File: src/rtl/regfile_mp.sv
// Multi-port integer register file with write-to-read bypass and a busy scoreboard.
// After reset a clear sequencer walks the storage and zeroes it, so the array needs no reset.
module regfile_mp #(
  parameter int unsigned XLEN    = 32,
  parameter int unsigned NREG    = 32,
  parameter int unsigned NREAD   = 2,
  parameter int unsigned NWRITE  = 1,
  parameter int unsigned BYPASS  = 1,
  parameter int unsigned ZERO_R0 = 1,
  localparam int unsigned AW     = $clog2(NREG)
) (
  input  logic                   clk,
  input  logic                   rst,
  output logic                   ready,
  input  logic [NREAD*AW-1:0]    rs,
  output logic [NREAD*XLEN-1:0]  rdata,
  output logic [NREAD-1:0]       rs_busy,
  input  logic                   issue_we,
  input  logic [AW-1:0]          issue_rd,
  input  logic [NWRITE-1:0]      wb_we,
  input  logic [NWRITE*AW-1:0]   wb_rd,
  input  logic [NWRITE*XLEN-1:0] wb_data
);

  typedef enum logic {
    StClear,
    StReady
  } state_e;

  state_e             state_q, state_d;
  logic [AW-1:0]      clr_idx_q, clr_idx_d;
  logic               clr_we;
  logic               run;

  logic [XLEN-1:0]    mem_q [NREG];
  logic [NREG-1:0]    busy_q, busy_d;

  logic [NWRITE-1:0]  wr_en;
  logic               issue_en;

  logic [NREAD-1:0]   rd_hit;
  logic [XLEN-1:0]    rd_fwd [NREAD];

  assign run   = (state_q == StReady);
  assign ready = run;

  // Clear sequencer: step through every register once, then park in ready for good.
  always_comb begin
    state_d   = state_q;
    clr_idx_d = clr_idx_q;
    clr_we    = 1'b0;
    case (state_q)
      StClear: begin
        clr_we = 1'b1;
        if (clr_idx_q == AW'(NREG - 1)) begin
          state_d = StReady;
        end else begin
          clr_idx_d = clr_idx_q + AW'(1);
        end
      end
      StReady: begin
        state_d = StReady;
      end
      default: begin
        state_d = StClear;
      end
    endcase
  end

  // Sequencer state register.
  always_ff @(posedge clk or negedge rst) begin
    if (!rst) begin
      state_q   <= StClear;
      clr_idx_q <= '0;
    end else begin
      state_q   <= state_d;
      clr_idx_q <= clr_idx_d;
    end
  end

  // Qualified writeback/issue enables: ignored while clearing, r0 writes dropped when hardwired.
  always_comb begin
    wr_en = '0;
    for (int p = 0; p < NWRITE; p++) begin
      wr_en[p] = run && wb_we[p] &&
                 !((ZERO_R0 != 0) && (wb_rd[p*AW +: AW] == '0));
    end
    issue_en = run && issue_we && !((ZERO_R0 != 0) && (issue_rd == '0));
  end

  // Storage array, no reset. Later ports are applied last so the highest index wins.
  always_ff @(posedge clk) begin
    if (clr_we) begin
      mem_q[clr_idx_q] <= '0;
    end
    for (int p = 0; p < NWRITE; p++) begin
      if (wr_en[p]) begin
        mem_q[wb_rd[p*AW +: AW]] <= wb_data[p*XLEN +: XLEN];
      end
    end
  end

  // Scoreboard next state: writebacks clear first, then issue sets, so issue wins on a collision.
  always_comb begin
    busy_d = busy_q;
    for (int p = 0; p < NWRITE; p++) begin
      if (wr_en[p]) begin
        busy_d[wb_rd[p*AW +: AW]] = 1'b0;
      end
    end
    if (issue_en) begin
      busy_d[issue_rd] = 1'b1;
    end
  end

  // Scoreboard register; reset clears every busy bit immediately.
  always_ff @(posedge clk or negedge rst) begin
    if (!rst) begin
      busy_q <= '0;
    end else begin
      busy_q <= busy_d;
    end
  end

  // Forwarding match per read port; scanning upward leaves the highest matching port's data.
  always_comb begin
    rd_hit = '0;
    for (int k = 0; k < NREAD; k++) begin
      rd_fwd[k] = '0;
      for (int p = 0; p < NWRITE; p++) begin
        if (wb_we[p] && (wb_rd[p*AW +: AW] == rs[k*AW +: AW])) begin
          rd_hit[k] = 1'b1;
          rd_fwd[k] = wb_data[p*XLEN +: XLEN];
        end
      end
    end
  end

  // Read ports: forced to zero until ready, r0 hardwired, forwarded data beats stored data.
  always_comb begin
    rdata   = '0;
    rs_busy = '0;
    for (int k = 0; k < NREAD; k++) begin
      if (!run) begin
        rdata[k*XLEN +: XLEN] = '0;
        rs_busy[k]            = 1'b0;
      end else if ((ZERO_R0 != 0) && (rs[k*AW +: AW] == '0)) begin
        rdata[k*XLEN +: XLEN] = '0;
        rs_busy[k]            = 1'b0;
      end else if ((BYPASS != 0) && rd_hit[k]) begin
        rdata[k*XLEN +: XLEN] = rd_fwd[k];
        rs_busy[k]            = 1'b0;
      end else begin
        rdata[k*XLEN +: XLEN] = mem_q[rs[k*AW +: AW]];
        rs_busy[k]            = busy_q[rs[k*AW +: AW]];
      end
    end
  end

endmodule

File: config.mk
export PLATFORM = sky130hd
export DESIGN_NAME = regfile_mp
export DESIGN_NICKNAME = d
export VERILOG_FILES = /design/src/rtl/regfile_mp.sv
export SDC_FILE = /design/constraint.sdc
export NUM_CORES = 1
export LEC_CHECK = 0
export BUFFER_PORTS_ARGS = -buffer_cell sky130_fd_sc_hd__buf_2
export CAP_MARGIN = 5
export CORE_MARGIN = 1.5
export CORE_UTILIZATION = 35
export DETAILED_ROUTE_END_ITERATION = 10
export GPL_ROUTABILITY_DRIVEN = 0
export GPL_TIMING_DRIVEN = 0
export PLACE_DENSITY_LB_ADDON = 0.05
export SLEW_MARGIN = 20
export SYNTH_ARGS = -nofsm -noshare
export SYNTH_HDL_FRONTEND = slang
export SYNTH_SLANG_ARGS = --single-unit
File: constraint.sdc
create_clock -name clk -period 4.5 [get_ports clk]
set_clock_uncertainty 0.2 [all_clocks]
set_input_delay 0.225 -clock clk [delete_from_list [all_inputs] [get_ports clk]]
set_output_delay 0.225 -clock clk [all_outputs]
set_load 0.005 [all_outputs]
==> impl_metrics.yaml <==
synthesis:
  synthTopCellsByArea: "edfxtp_1, mux4_2, mux2i_1"
  synth-seq-cells: 1062
  ys_warn_count: 0
  synth.most_common_cell: "edfxtp_1"
  async_reset_ff_share_pct: 3.58
  synth_edf_count: 1024
  yosysTopAreaCellShare_pct: 60.4
  synthCells: 3019
  syn_area_per_cell_um2: 16.9
  netlist_area_mm2: 0.0509
  synth_top_cells_by_count: "edfxtp_1, mux4_2, mux2i_1"
  synth_cell_type_count: 56
  synth_area_leader_cell: "edfxtp_1"
  synth_nets: 3077
  yosysSeqAreaShare_pct: 62.2
  synth_flop_cell: "edfxtp_1"
final_layout:
  layout-drive-gt1-share_pct: 31.8
  fin_nets: 3409
  area_growth_pct: 18.4
clock_network:
  cts_tree: "built"
  cts.path.max_buffers: 3
  clkTransAtPathRegs_ns: 0.06
  cts_root_buf: "clkbuf_16"
  clock_latency_ns: 0.75
  clkSinkCount: 1062
  htreeDepth: 3
  numCtsBuffers: 118
worst_setup_path:
  r2r_start: "ready$_DFF_PN0_"
  cp.required_ns: 4.07
  crit_path_start_kind: "primary input"
  path_class: "primary input to primary output"
  critPathCaptureType: "primary output"
  crit_fanout: 10
  crit_start: "rs[1]"
  ff2ff_setup_slack_ns: 0.17
  critPathArrivalTime_ns: 4.14
timing:
  rsz0062_at_grt: "false"
  slew_headroom_pct: 17.6
  whs_ns: 0.0118
  final_max_slew_viol_count: 0
  period_needed_ns: 4.56
  tightest_slew_ns: 1.24
  setup_viol_count_final: 3
  max_freq_ghz: 0.219
  layout_worst_path_cycle_share_pct: 101
  fin_ws_ns: -0.0605
  finalHoldViolations: 0
grt:
  grt_pass1_wl_um: 302000
  gr-total-overflow: 0
  antenna_found_initial: 21
  grt_pass1_vias: 34700
  grt_max_degree: 39
  grt.total_usage_pct: 30.4
power_and_ir_drop:
  net-switching-power_uw: 5960
  power.internal_uw: 18100
  sw_frac_of_total_pct: 24.7
  fin_total_pwr_uw: 24100
  p_per_area_mw_per_mm2: 400
  leakage_uw: 0.0213
  seq_power_share_pct: 45.4
  p_clk_share_pct: 44.4
  ir_worst_vdd_v: 0.000303
  p_comb_share_pct: 10.2
drt:
  vias_per_cell: 6.46
  route.antenna.remaining_nets: 0
  drtIter0Drc: 4458
  dr.pass1.iters: 5
  vias: 34700
  drc: 0
  drt-total-wl_um: 227000
  wl_per_cell_um: 42.3
floorplanning:
  die_h_um: 384
  initial_core_util_pct: 35.4
  io-pin-count: 123
  die_x_um: 384
  row_count: 139
  core-area_mm2: 0.144
  dieArea_mm2: 0.148
placed_design:
  hpwl_um: 159000
  io_buffers: 114
  dp_slack_ns: -0.0952
run:
  maxCapViolCount: 0
outcome:
  status: "complete, but fails checks"
  violations: "setup timing"
hold_path:
  hold_start: "wb_data[2]"
  hold_class: "primary input to flop"
-- layer usage --
layer  global-route usage, %  share of wire (%)
met3                    7.64                 10
met4                    11.8                4.1
met2                    48.0                 46
met5                       0              0.026
met1                    40.3                 40
-- metrics by stage --
step	std cells	TNS [ns]	util (%)	instance area, um2
final	5367	-0.0918	41.9	60300
after global routing	5359	0	41.9	60300
after CTS	5359	0	41.8	60200
after detailed placement	5118	-0.108	38.8	55800
after global placement	5036	-2641.29	37.4	53900
after floorplan	3019	0	-	50900
-- placed cells by master (no fill, tap or decap), types with 9 or more instances in the layout --
cell,instances
edfxtp_1,1024
mux4_2,354
mux2i_1,272
buf_2,212
o22ai_1,174
clkbuf_16,123
o21ai_0,115
mux2_2,111
clkbuf_1,91
nor2b_1,72
nor2_1,70
a211oi_1,58
buf_4,49
a22oi_1,48
nand2_1,38
dfrtp_1,38
nand3_1,36
nor3_1,34
buf_12,34
a31oi_1,32
o32a_1,31
nor2_4,29
and2_2,27
buf_16,27
bufinv_16,26
buf_6,25
clkinv_2,24
clkinv_1,20
o22a_1,19
clkbuf_2,18
o221ai_1,18
a41oi_1,18
nand2b_1,16
or3_1,16
a21oi_1,15
dlygate4sd3_1,13
nand3b_1,11
clkinvlp_4,10
xor2_1,9
-- cell type report --
class	instances	area, um2
clock inverters	85	1110
multi-input cells	1704	18200
repair buffers	214	2380
diodes	8	20.0
well taps	1903	2380
clock buffers	140	3140
fillers	12900	83700
plain buffers	249	1340
flip-flops and latches	1062	31700
inverters	2	7.51
-- flip-flops by register name (all words and copies together) (netlist names) --
register and cells:
busy_q 32, clr_idx_q 5, mem_q 1024, ready 1
-- critical path, stage by stage --
cell and delay (ns):
buf_2 0.15, buf_4 0.28, buf_2 0.32, buf_2 0.57
nand2_1 0.64, buf_2 0.45, o22ai_1 0.31, nor2_1 0.15
o21ai_0 0.36, a41oi_1 0.40, buf_2 0.24
-- kinds of logic after synthesis --
group	after synthesis	share of synthesized area, %
flip-flops	1062	62.2
multiplexers	737	23.5
AO/OA/AOI/OAI	557	7.35
AND/OR/NAND/NOR	395	4.09
buffers and inverters	253	2.60
XOR/XNOR	13	0.224
adder cells (fa/ha/maj)	2	0.0491
-- power by group through the flow --
stage / clock network, uW / logic (uW) / registers [uW]
2_1_floorplan: 0 / 1210 / 11100
3_3_place_gp: 0 / 2310 / 11200
3_5_place_dp: 0 / 2390 / 11200
4_1_cts: 10800 / 2410 / 10900
5_1_grt: 11100 / 2510 / 10900
6_report: 10700 / 2460 / 10900
-- path summary, 6_finish.rpt --
kind / end / depth (start not counted)
setup reg to reg: mem_q[3][8]$_DFFE_PP_ / 9
setup / recovery: rdata[15] / 11
hold / removal: mem_q[11][2]$_DFFE_PP_ / 2
min in group asynchronous: busy_q[16]$_DFF_PN0_ / 4
max in group asynchronous: clr_idx_q[0]$_DFFE_PN0P_ / 4
hold reg to reg: busy_q[0]$_DFF_PN0_ / 1
-- what timing repair did --
item                                    4_1_cts  5_1_grt
resized for setup                             6        5
setup buffers                                 3        1
pin swaps                                     1        1
hold buffers                                 14        0
endpoints found under the hold margin        82        0
endpoints found under the setup margin       23       43
Note: power is estimated with default switching activity, not from simulation.
